===== src/rtl/lcd_if.sv =====
// Bundle between the core's LCD register and the receiver, plus the display-buffer read port.
// Strobe semantics: a write is offered when EN falls (EN high in one cycle, low the next); there is
// no ready, and a write offered while o_busy is high is dropped and latched in o_drop_err.
interface lcd_if;
  logic [31:0] i_io_lcd;
  logic [4:0]  i_rd_addr;
  logic [7:0]  o_rd_data;
  logic        o_on;
  logic        o_busy;
  logic [4:0]  o_cursor;
  logic [15:0] o_wr_cnt;
  logic        o_drop_err;
  logic [1:0]  o_state;

  modport master (
    output i_io_lcd, i_rd_addr,
    input  o_rd_data, o_on, o_busy, o_cursor, o_wr_cnt, o_drop_err, o_state
  );

  modport slave (
    input  i_io_lcd, i_rd_addr,
    output o_rd_data, o_on, o_busy, o_cursor, o_wr_cnt, o_drop_err, o_state
  );
endinterface


===== src/rtl/lcd_receiver.sv =====
// HD44780-style write receiver: decodes EN falling-edge strobes into a 2x16 display buffer,
// with a fixed busy period after each write and a 32-cycle sequential clear.
module lcd_receiver #(
  parameter int          BUSY_CYCLES = 4,
  parameter logic [7:0]  BLANK_CHAR  = 8'h20
) (
  input  logic i_clk,
  input  logic i_reset,
  lcd_if.slave bus
);
  localparam logic [1:0] ST_IDLE  = 2'd0;
  localparam logic [1:0] ST_BUSY  = 2'd1;
  localparam logic [1:0] ST_CLEAR = 2'd2;

  localparam logic [7:0] BUSY_LOAD = 8'(BUSY_CYCLES - 1);

  logic [1:0]  state;
  logic        en_q;
  logic [7:0]  timer;
  logic [4:0]  clr_idx;
  logic [4:0]  cursor;
  logic [15:0] wr_cnt;
  logic        drop_err;
  logic        on_q;
  logic [7:0]  mem [32];

  logic       lcd_on, lcd_en, lcd_rs, lcd_rw;
  logic [7:0] lcd_data;
  logic       strobe, write_req, accept;

  assign lcd_on   = bus.i_io_lcd[31];
  assign lcd_en   = bus.i_io_lcd[10];
  assign lcd_rs   = bus.i_io_lcd[9];
  assign lcd_rw   = bus.i_io_lcd[8];
  assign lcd_data = bus.i_io_lcd[7:0];

  // RS/DATA are taken from the cycle where EN is already low.
  assign strobe    = en_q & ~lcd_en;
  assign write_req = strobe & lcd_on & ~lcd_rw;
  assign accept    = write_req & (state == ST_IDLE);

  always_ff @(posedge i_clk) begin
    if (i_reset) begin
      state    <= ST_IDLE;
      en_q     <= 1'b0;
      timer    <= 8'd0;
      clr_idx  <= 5'd0;
      cursor   <= 5'd0;
      wr_cnt   <= 16'd0;
      drop_err <= 1'b0;
      on_q     <= 1'b0;
      for (int i = 0; i < 32; i++) mem[i] <= BLANK_CHAR;
    end else begin
      en_q <= lcd_en;
      on_q <= lcd_on;
      if (write_req && (state != ST_IDLE)) drop_err <= 1'b1;

      case (state)
        ST_IDLE: begin
          if (accept) begin
            if (wr_cnt != 16'hFFFF) wr_cnt <= wr_cnt + 16'd1;
            timer <= BUSY_LOAD;
            state <= ST_BUSY;
            if (lcd_rs) begin
              mem[cursor] <= lcd_data;
              cursor      <= cursor + 5'd1;
            end else if (lcd_data == 8'h01) begin
              cursor  <= 5'd0;
              clr_idx <= 5'd0;
              state   <= ST_CLEAR;
            end else if ((lcd_data == 8'h02) || (lcd_data == 8'h03)) begin
              cursor <= 5'd0;
            end else if (lcd_data[7]) begin
              cursor <= {lcd_data[6], lcd_data[3:0]};
            end
          end
        end
        ST_BUSY: begin
          if (timer == 8'd0) state <= ST_IDLE;
          else               timer <= timer - 8'd1;
        end
        ST_CLEAR: begin
          mem[clr_idx] <= BLANK_CHAR;
          clr_idx      <= clr_idx + 5'd1;
          if (clr_idx == 5'd31) state <= ST_IDLE;
        end
        default: state <= ST_IDLE;
      endcase
    end
  end

  assign bus.o_rd_data  = mem[bus.i_rd_addr];
  assign bus.o_on       = on_q;
  assign bus.o_busy     = (state != ST_IDLE);
  assign bus.o_cursor   = cursor;
  assign bus.o_wr_cnt   = wr_cnt;
  assign bus.o_drop_err = drop_err;
  assign bus.o_state    = state;
endmodule

===== src/flat_wrapper.sv =====
// flat-port wrapper written by rule: the top's interface ports become plain ports
module lcd_receiver_flat 
#(
  parameter int          BUSY_CYCLES = 4,
  parameter logic [7:0]  BLANK_CHAR  = 8'h20
)
  (i_clk, i_reset, bus_i_io_lcd, bus_i_rd_addr, bus_o_rd_data, bus_o_on, bus_o_busy, bus_o_cursor, bus_o_wr_cnt, bus_o_drop_err, bus_o_state);
  lcd_if bus_i ();
  input  logic i_clk;
  input  logic i_reset;
  input wire logic [$bits(bus_i.i_io_lcd)-1:0] bus_i_io_lcd;
  input wire logic [$bits(bus_i.i_rd_addr)-1:0] bus_i_rd_addr;
  output wire logic [$bits(bus_i.o_rd_data)-1:0] bus_o_rd_data;
  output wire logic [$bits(bus_i.o_on)-1:0] bus_o_on;
  output wire logic [$bits(bus_i.o_busy)-1:0] bus_o_busy;
  output wire logic [$bits(bus_i.o_cursor)-1:0] bus_o_cursor;
  output wire logic [$bits(bus_i.o_wr_cnt)-1:0] bus_o_wr_cnt;
  output wire logic [$bits(bus_i.o_drop_err)-1:0] bus_o_drop_err;
  output wire logic [$bits(bus_i.o_state)-1:0] bus_o_state;
  assign bus_i.i_io_lcd = bus_i_io_lcd;
  assign bus_i.i_rd_addr = bus_i_rd_addr;
  assign bus_o_rd_data = bus_i.o_rd_data;
  assign bus_o_on = bus_i.o_on;
  assign bus_o_busy = bus_i.o_busy;
  assign bus_o_cursor = bus_i.o_cursor;
  assign bus_o_wr_cnt = bus_i.o_wr_cnt;
  assign bus_o_drop_err = bus_i.o_drop_err;
  assign bus_o_state = bus_i.o_state;
  lcd_receiver #(.BUSY_CYCLES(BUSY_CYCLES), .BLANK_CHAR(BLANK_CHAR)) u_core (.i_clk(i_clk), .i_reset(i_reset), .bus(bus_i));
endmodule

===== config.mk =====
export PLATFORM = sky130hd
export DESIGN_NAME = lcd_receiver_flat
export DESIGN_NICKNAME = d
export VERILOG_FILES = /design/src/rtl/lcd_if.sv /design/src/rtl/lcd_receiver.sv /design/src/flat_wrapper.sv
export SDC_FILE = /design/constraint.sdc
export NUM_CORES = 1
export LEC_CHECK = 0
export BUFFER_PORTS_ARGS = -buffer_cell sky130_fd_sc_hd__buf_2
export CAP_MARGIN = 0
export CORE_MARGIN = 2
export CORE_UTILIZATION = 30
export DETAILED_ROUTE_END_ITERATION = 8
export GPL_TIMING_DRIVEN = 0
export PLACE_DENSITY = 0.42
export SETUP_SLACK_MARGIN = 0.4
export SLEW_MARGIN = 25
export SYNTH_ARGS = -nofsm -noshare
export SYNTH_HDL_FRONTEND = slang
export SYNTH_SLANG_ARGS = --single-unit

===== constraint.sdc =====
create_clock -name i_clk -period 3.71 [get_ports i_clk]
set_input_delay 0.742 -clock i_clk [delete_from_list [all_inputs] [get_ports i_clk]]
set_output_delay 0.742 -clock i_clk [all_outputs]
set_load 0.01 [all_outputs]

==> results.md, run 1 <==
* Storage cell area at 8470 µm²
* Starting Density at a little under a third
* CTS tree: done
* IO Count at 73
* Hold Buf Count CTS at 0
* Rel. slew slack at between 30% and 40%
* Vias in the first global route at between 9000 and 10000
* Worst slack, placed at -0.459 ns
* Antenna viol nets, final at 0
* # rows at 78
* Peak supply drop at between 0.2 and 0.3 mV
* Worst path most repeated cell: mux4_2
* Fin crit period at 3.34 ns
* Worst path required time at 2.97 ns
* First-pass GRT wire length at 65400 µm
* Yosys cell types at 58
* Die Span X at ~220 µm
* Vias/cell at about 5.2
* Mapped cell area at 13800 µm²
* RSZ-0062 raised after global routing: yes
* Startpoint types: primary input
* Max Cap Violations at 0
* Hold Vio Cnt, Final at 0
* Initial antenna violation count at 0
* Final core occ at a little over a third
* Sink Count at approximately 300
* Hold Path Class: in2reg
* Fin cells at 1757
* Area Growth Syn to Fin at 19.5%
* Fill count at 4522
* Vias at approximately 9000
* Net Count, Synth at between 1000 and 1500
* Post-Syn Area per Cell at about 13 µm²
* FFs w/ async S/R, synth at 0%
* RePlAce Congestion at ~0.8
* Synthesized instance count at between 1000 and 1500
* Max-slew violation count at 0
* Clock Latency Late Sink at between 0.5 and 0.6 ns
* Sequential share of power at 48.8%
* Number of synthesized flops with an enable pin at about 260
* Router iterations before antenna repair at 5
* CP max-delay cell: mux4_2
* Number of port buffers at 44
* CP max stage delay at between 0.5 and 0.6 ns
* Seq/Total Area, Yosys at between 60% and 70%
* Fin crit share at 90.1%
* CTS buffer count at 36
* Die ar. at 47600 µm²
* Clk buf depth at 3
* YS warnings at 0
* Worst-path clk slew at 0.06 ns
* Placeable Area at roughly 45000 µm²
* Final routed DRC violation total at 0
* Pwr per Cell Area at approximately 460 nW/µm²
* Final WS setup at roughly 0.37 ns
* Int Power at about 5.9 mW
* Clock group share of total power at around 44%
* Flop-to-flop setup slack at about 0.52 ns
* Total global-route track usage at between 10% and 20%
* Die height at 218 µm
* Number of synthesized register bits at 295
* 1st-iter DRT viols at 755
* Cells on Worst Hold Path at 2
* Critical Path Start: bus_i_rd_addr[1]
* H-Tree Depth at 2
* # diodes at 0
* Kind of critical path: in2out
* Achievable Freq at about 0.30 GHz
* Reg2Reg Depth at 6
* CP Data Arrival Time at 2.60 ns
* Overflow after GRT at 0
* Clock Skews at approximately 0.013 ns
* P_sw at roughly 1.7 mW
* Worst reg2reg path endpoint: u_core.mem[24][2]$_SDFFCE_PN0P_
* R2R Path Start: u_core.bus.o_state[1]$_SDFFE_PP0P_
* End of the critical path: bus_o_rd_data[1]
* Root buffer cell: clkbuf_16
* Leakage Power at 5.26 nW
* Drt wl/cell at between 20 and 30 µm
* Cell Count Post-Placement at approximately 1700
* Layout cell share with drive strength beyond 1 at between 20% and 30%
* # setup viols final at 0
* Routed WL at 44500 µm
* Pin count of the biggest net entering global routing at 13
* Status: completed
* Worst-margin pin slew at 0.991 ns
* Crit path max fanout at 7
* Switching part of the total power at ~23%
* Main synth FF type: edfxtp_1
* Area of the multi-input gates at 4970 µm²
* Nets at ~1200
* Detail Placement HPWL at 31600 µm
* Comb power frac at 6.9%
* CP cell instances: buf_16, buf_12, mux4_2, mux4_2, mux2_4, buf_6
* CP endpoint kind: primary output
==> cell usage after synthesis, drive strengths merged, types with 3 or more instances <==
library cell | n | area share [%]
a211oi | 7 | 0.38
a21oi | 26 | 0.97
a22oi | 4 | 0.22
a311oi | 3 | 0.19
and3 | 4 | 0.18
buf | 39 | 1.5
clkbuf | 51 | 1.4
dfxtp | 39 | 5.7
edfxtp | 256 | 56
ha | 6 | 0.55
inv | 10 | 0.27
mux2 | 13 | 1.1
mux2i | 7 | 0.81
mux4 | 80 | 13
nand2 | 40 | 1.1
nand2b | 8 | 0.36
nand3 | 37 | 1.3
nand3b | 9 | 0.49
nand4 | 14 | 0.64
nor2 | 174 | 4.7
nor2b | 4 | 0.18
nor3 | 88 | 3.2
nor3b | 5 | 0.31
nor4 | 9 | 0.67
o21ai | 38 | 1.4
o31ai | 7 | 0.38
or2 | 5 | 0.23
or3 | 5 | 0.23
or4 | 16 | 0.87
xnor2 | 6 | 0.38
==> what timing repair did <==
action	in CTS	in global routing
setup endpoints to repair	106	133
gates cloned	3	0
buffers inserted	6	2
gates resized for setup	77	21
endpoints found under the hold margin	0	0
pin swaps	0	1
==> worst max-delay path, delay by kind of cell <==
kind	cells	cell delay (ns)
muxes	3	1.45
buffers and inverters	3	0.40
==> power groups by stage <==
stage	Sequential, mW	Combinational (mW)	Clock [mW]
2_1_floorplan	3.76	0.270	0
3_3_place_gp	3.77	0.449	0
3_5_place_dp	3.77	0.457	0
4_1_cts	3.70	0.521	3.43
5_1_grt	3.71	0.552	3.55
6_report	3.70	0.522	3.36
==> registers in the layout, indices dropped and copies added, names as in the netlist <==
signal	count
u_core.clr_idx	5
u_core.en_q	1
u_core.timer	8
u_core.bus.o_on	1
u_core.bus.o_cursor	5
u_core.bus.o_wr_cnt	16
u_core.bus.o_drop_err	1
u_core.mem	256
u_core.bus.o_state	2
==> layout by cell type, fill, tap and decap left out, drive strengths merged, types with 3 or more instances in the layout <==
cell    Yosys  layout
nor3       88      88
and3        4       4
mux2i       7       7
nor2      174     174
nand3      37      37
nand3b      9       9
or4        16      16
clkinv      0      13
nand4      14      14
xnor2       6       6
mux2       13      13
nor2b       4       4
clkbuf     51      97
a311oi      3       3
a22oi       4       4
nor4        9       9
nand2b      8       8
mux4       80      80
nor3b       5       5
a21oi      26      26
a211oi      7       7
inv        10      12
buf        39     102
edfxtp    256     256
or3         5       5
o31ai       7       7
or2         5       5
o21ai      38      38
nand2      40      40
ha          6       6
dfxtp      39      39
==> per-stage QoR <==
| stage | TNS (ns) | power [mW] | area (µm²) | hold WS [ns] |
|---|---|---|---|---|
| 5_1_grt | 0 | 7.82 | 16400 | 0.477 |
| 4_1_cts | 0 | 7.66 | 16400 | 0.427 |
| 3_3_place_gp | -67.64 | 4.22 | 14700 | 0.450 |
| 2_1_floorplan | 0 | 4.03 | 13800 | 0.473 |
| 6_report | 0 | 7.59 | 16400 | 0.450 |
| 3_5_place_dp | -15.65 | 4.23 | 14800 | 0.454 |
==> logic make-up after synthesis <==
family / Yosys count / share of synthesized area (%)
AND/OR/NAND/NOR: 426 / 15.2
flip-flops: 295 / 61.5
buffers and inverters: 100 / 3.13
multiplexers: 100 / 15.0
AO/OA/AOI/OAI: 97 / 4.27
XOR/XNOR: 6 / 0.382
adder cells (fa/ha/maj): 6 / 0.546
==> cell type report <==
type                       count  area share (%)
sequential                   295            51.5
multi-input combinational    635            30.2
clock buffer                  46            5.84
tap                          600            4.56
buffer                        90            3.73
timing repair buffer          63            3.09
clock inverter                18           0.852
inverter                      10           0.228
==> routing by layer <==
metal  track usage, %  wire length (µm)  up-vias
met5                0                 0        -
met4             7.19              1490        0
met3             2.48              2000       72
met2             31.2             21600      241
met1             26.2             19400     4693
li1                 -                 -     4178
==> worst min path at each step <==
stage / from / endpoint / slack (ns)
after detailed placement: u_core.bus.o_drop_err$_SDFFE_PP0P_ / u_core.bus.o_drop_err$_SDFFE_PP0P_ / 0.45
after global placement: u_core.bus.o_drop_err$_SDFFE_PP0P_ / u_core.bus.o_drop_err$_SDFFE_PP0P_ / 0.45
after floorplan: u_core.timer[0]$_SDFFE_PP0P_ / u_core.timer[0]$_SDFFE_PP0P_ / 0.47
final: bus_i_io_lcd[10] / u_core.en_q$_SDFF_PP0_ / 0.45
after global routing: bus_i_io_lcd[10] / u_core.en_q$_SDFF_PP0_ / 0.48
after CTS: bus_i_io_lcd[10] / u_core.en_q$_SDFF_PP0_ / 0.43
(Power assumes the default switching activity.)
==> run 2, diff against run 1 <==
--- a/config.mk
+++ b/config.mk
@@ -5,6 +5,7 @@
 export SDC_FILE = /design/constraint.sdc
 export NUM_CORES = 1
 export LEC_CHECK = 0
+export ABC_AREA = 1
 export BUFFER_PORTS_ARGS = -buffer_cell sky130_fd_sc_hd__buf_2
 export CAP_MARGIN = 0
 export CORE_MARGIN = 2
==> run 2 against run 1 <==
Combinational power increased by 15%. Final cell count grew 33%. Flip-flop and latch count stayed put. Non-clock buffer count is 12 lower. Count of clock-buffer cells in the layout shrank 2. Synthesized cell count up 57%. Power is 2.7% higher. Clock skew rose by 0.023 ns. Core utilization shrank 1.2 points. Sequential share of layout area rose by 0.30 points. Critical endpoint unchanged. Largest cell class unchanged.
==> results.md, run 2 <==
* Hold Path Class: in2reg
* Area Growth Syn to Fin at 15.7%
* Setup TNS at 0 ns
* CP Data Arrival Time at 2.52 ns
* Vias in the first global route at between 10000 and 15000
* Sink Count at 295
* Worst-path clk slew at ~0.05 ns
* Overflow after GRT at 0
* CP cell instances: buf_2, clkbuf_2, clkbuf_2, nand3_1, nand3_1, nand2_1, nand2_1, nand2_1, nand2_1, nand2_1, buf_2
* Router iterations before antenna repair at 5
* Final routed DRC violation total at 0
* Clk buf depth at 3
* Post-Syn Area per Cell at 8.73 µm²
* CP max stage delay at 0.36 ns
* Placeable Area at about 47000 µm²
* Rel. slew slack at about a third
* P_sw at ~2.0 mW
* # rows at approximately 80
* Detail Placement HPWL at ~34000 µm
* Number of synthesized register bits at roughly 300
* Starting Density at between 30% and 40%
* Clock group share of total power at 44.7%
* Worst-margin pin slew at between 0.9 and 1 ns
* Main synth FF type: edfxtp_1
* CP max-delay cell: clkbuf_2
* Max-slew violation count at 0
* Worst path most repeated cell: nand2_1
* Cells on Worst Hold Path at 3
* Commonest cells after routing, fill and taps aside: 528 x nand2_1, 287 x nor2_1, 256 x edfxtp_1
* Status: completed
* Seq/Total Area, Yosys at between 50% and 60%
* Area of the multi-input gates at a little over 5000 µm²
* Die Span X at about 220 µm
* R2R Path Start: u_core.bus.o_state[1]$_SDFFE_PP0P_
* Yosys cell types at 27
* Sequential share of power at about 48%
* Routed WL at 48000 µm
* Worst Hold Endpoint: u_core.en_q$_SDFF_PP0_
* Mapped cell area at 14100 µm²
* Fin crit share at between 80 and 90%
* Kind of critical path: in2out
* # diodes at 0
* Max Cap Violations at 0
* Synthesized instance count at ~1600
* Number of port buffers at 49
* Int Power at approximately 5.8 mW
* Synth top cells by count: 528 x nand2_1, 287 x nor2_1, 256 x edfxtp_1, 251 x nand3_1, 57 x clkbuf_1
* Hold Vio Cnt, Final at 0
* Most common cell in the netlist: nand2_1
* Hold Crit Start: bus_i_io_lcd[10]
* Flop-to-flop setup slack at around 0.66 ns
* Top cell type's share of synthesized area at about 54%
* Antenna viol nets, final at 0
* Initial antenna violation count at 0
* Synth area leader: edfxtp_1
* Biggest register: u_core.mem
* Vias/cell at 4.91
* Power Total at slightly below 8 mW
* Net Count, Synth at 1663
* Reg2Reg Depth at 10
* RSZ-0062 raised after global routing: no
* Fill count at just under 5000
* Pwr per Cell Area at 476 nW/µm²
* RePlAce Congestion at between 0.8 and 0.9
* Total global-route track usage at between 10% and 20%
* IO Count at between 70 and 80
* Leakage Power at 6.57 nW
* FFs w/ async S/R, synth at 0%
* Clock Latency Late Sink at about 0.55 ns
* Pin count of the biggest net entering global routing at 13
* Peak supply drop at 0.309 mV
* Comb power frac at just under 8%
* YS warnings at 0
* 1st-iter DRT viols at around 1000
* # setup viols final at 0
* Drt wl/cell at 20.5 µm
* Die height at 221 µm
* Hold Buf Count CTS at 0
* CTS tree: done
* Achievable Freq at about 0.31 GHz
* CTS buffer count at 37
* Number of synthesized flops with an enable pin at 256
* Number of flip-flops in the largest register at ~260
* CP endpoint kind: primary output
* Post-CTS setup buffer count at 0
* Vias at around 11000
* Die ar. at 48800 µm²
* Clock Skews at ~0.036 ns
* Fin crit period at between 3 and 4 ns
* Nets at 1751
* Dominant cells by area after synthesis: edfxtp_1 54%, nand2_1 14%, nand3_1 8.9%
* Storage cell area at around 8500 µm²
* Worst reg2reg path endpoint: u_core.mem[27][6]$_SDFFCE_PN0P_
* First-pass GRT wire length at about 71000 µm
* Worst path required time at between 2 and 3 ns
* Most common cell after layout, fill and taps aside: nand2_1
* Switching part of the total power at between 20% and 30%
* Root buffer cell: clkbuf_16
* Startpoint types: primary input
* Layout cell share with drive strength beyond 1 at 11.4%
* Crit path max fanout at 10
* H-Tree Depth at 2
run 2: cell types whose count changed in the layout (fill, tap and decap cells not counted), moves of 20 or more:
cell | before | now
nor3_1 | 88 | 2
mux4_2 | 80 | 0
nor2_1 | 174 | 287
nand2_2 | 3 | 23
clkbuf_1 | 50 | 28
clkbuf_2 | 3 | 26
nand2_1 | 37 | 528
nand3_1 | 37 | 251
inv_1 | 9 | 43
run 2: cells by family after synthesis:
family	after synthesis	synth area share, %
adder cells (fa/ha/maj)	6	0.531
XOR/XNOR	11	0.682
AO/OA/AOI/OAI	53	2.00
flip-flops	295	59.9
AND/OR/NAND/NOR	1114	33.0
buffers and inverters	139	3.80
run 2: stage by stage:
step	worst slack, ns	hold WS [ns]	cell area [µm²]	cells	utilization (%)
floorplan	1.13	0.451	14100	1618	-
global placement	-0.0985	0.463	15100	2274	32.5
detailed placement	-0.0715	0.460	15100	2274	32.5
CTS	0.401	0.396	16300	2339	35.1
global route	0.404	0.430	16400	2339	35.1
finish	0.451	0.433	16400	2339	35.1
run 2: power groups by stage:
stage	clock network (mW)	registers, mW	logic [mW]
floorplan	0	3.77	0.336
global placement	0	3.78	0.593
detailed placement	0	3.78	0.593
CTS	3.56	3.71	0.599
global route	3.67	3.72	0.654
finish	3.48	3.71	0.602
run 2: metal layers:
metal	routed length, µm	up-vias	track usage [%]
li1	-	5536	-
met4	1150	0	5.48
met5	0	-	0
met3	2800	64	3.60
met1	21700	5559	26.7
met2	22300	323	31.8
run 2: worst max-delay path by stage:
stage                      from          endpoint  slack (ns)  cells past startpoint
2_1_floorplan  bus_i_rd_addr[0]  bus_o_rd_data[6]        1.13                     11
3_3_place_gp   bus_i_rd_addr[0]  bus_o_rd_data[4]        -0.1                     13
3_5_place_dp   bus_i_rd_addr[0]  bus_o_rd_data[7]       -0.07                     13
4_1_cts        bus_i_rd_addr[0]  bus_o_rd_data[4]        0.40                     13
5_1_grt        bus_i_rd_addr[1]  bus_o_rd_data[1]        0.40                     11
6_report       bus_i_rd_addr[1]  bus_o_rd_data[1]        0.45                     11
run 2: what timing repair did:
action	CTS	global route
resized for setup	36	38
gates cloned	0	0
setup endpoints to repair	8	8
run 2: layout make-up:
type | instances | share of cell area, %
Timing Repair Buffer | 49 | 1.50
Clock buffer | 44 | 5.95
Inverter | 47 | 1.08
Multi-Input combinational cell | 1184 | 31.3
Sequential cell | 295 | 51.8
Buffer | 92 | 2.69
Tap cell | 607 | 4.64
Clock inverter | 21 | 1.01
run 2: worst max-delay path, delay by kind of cell:
family,cells,cell delay (ns)
buf+inv,4,0.97
simple gates,7,0.79
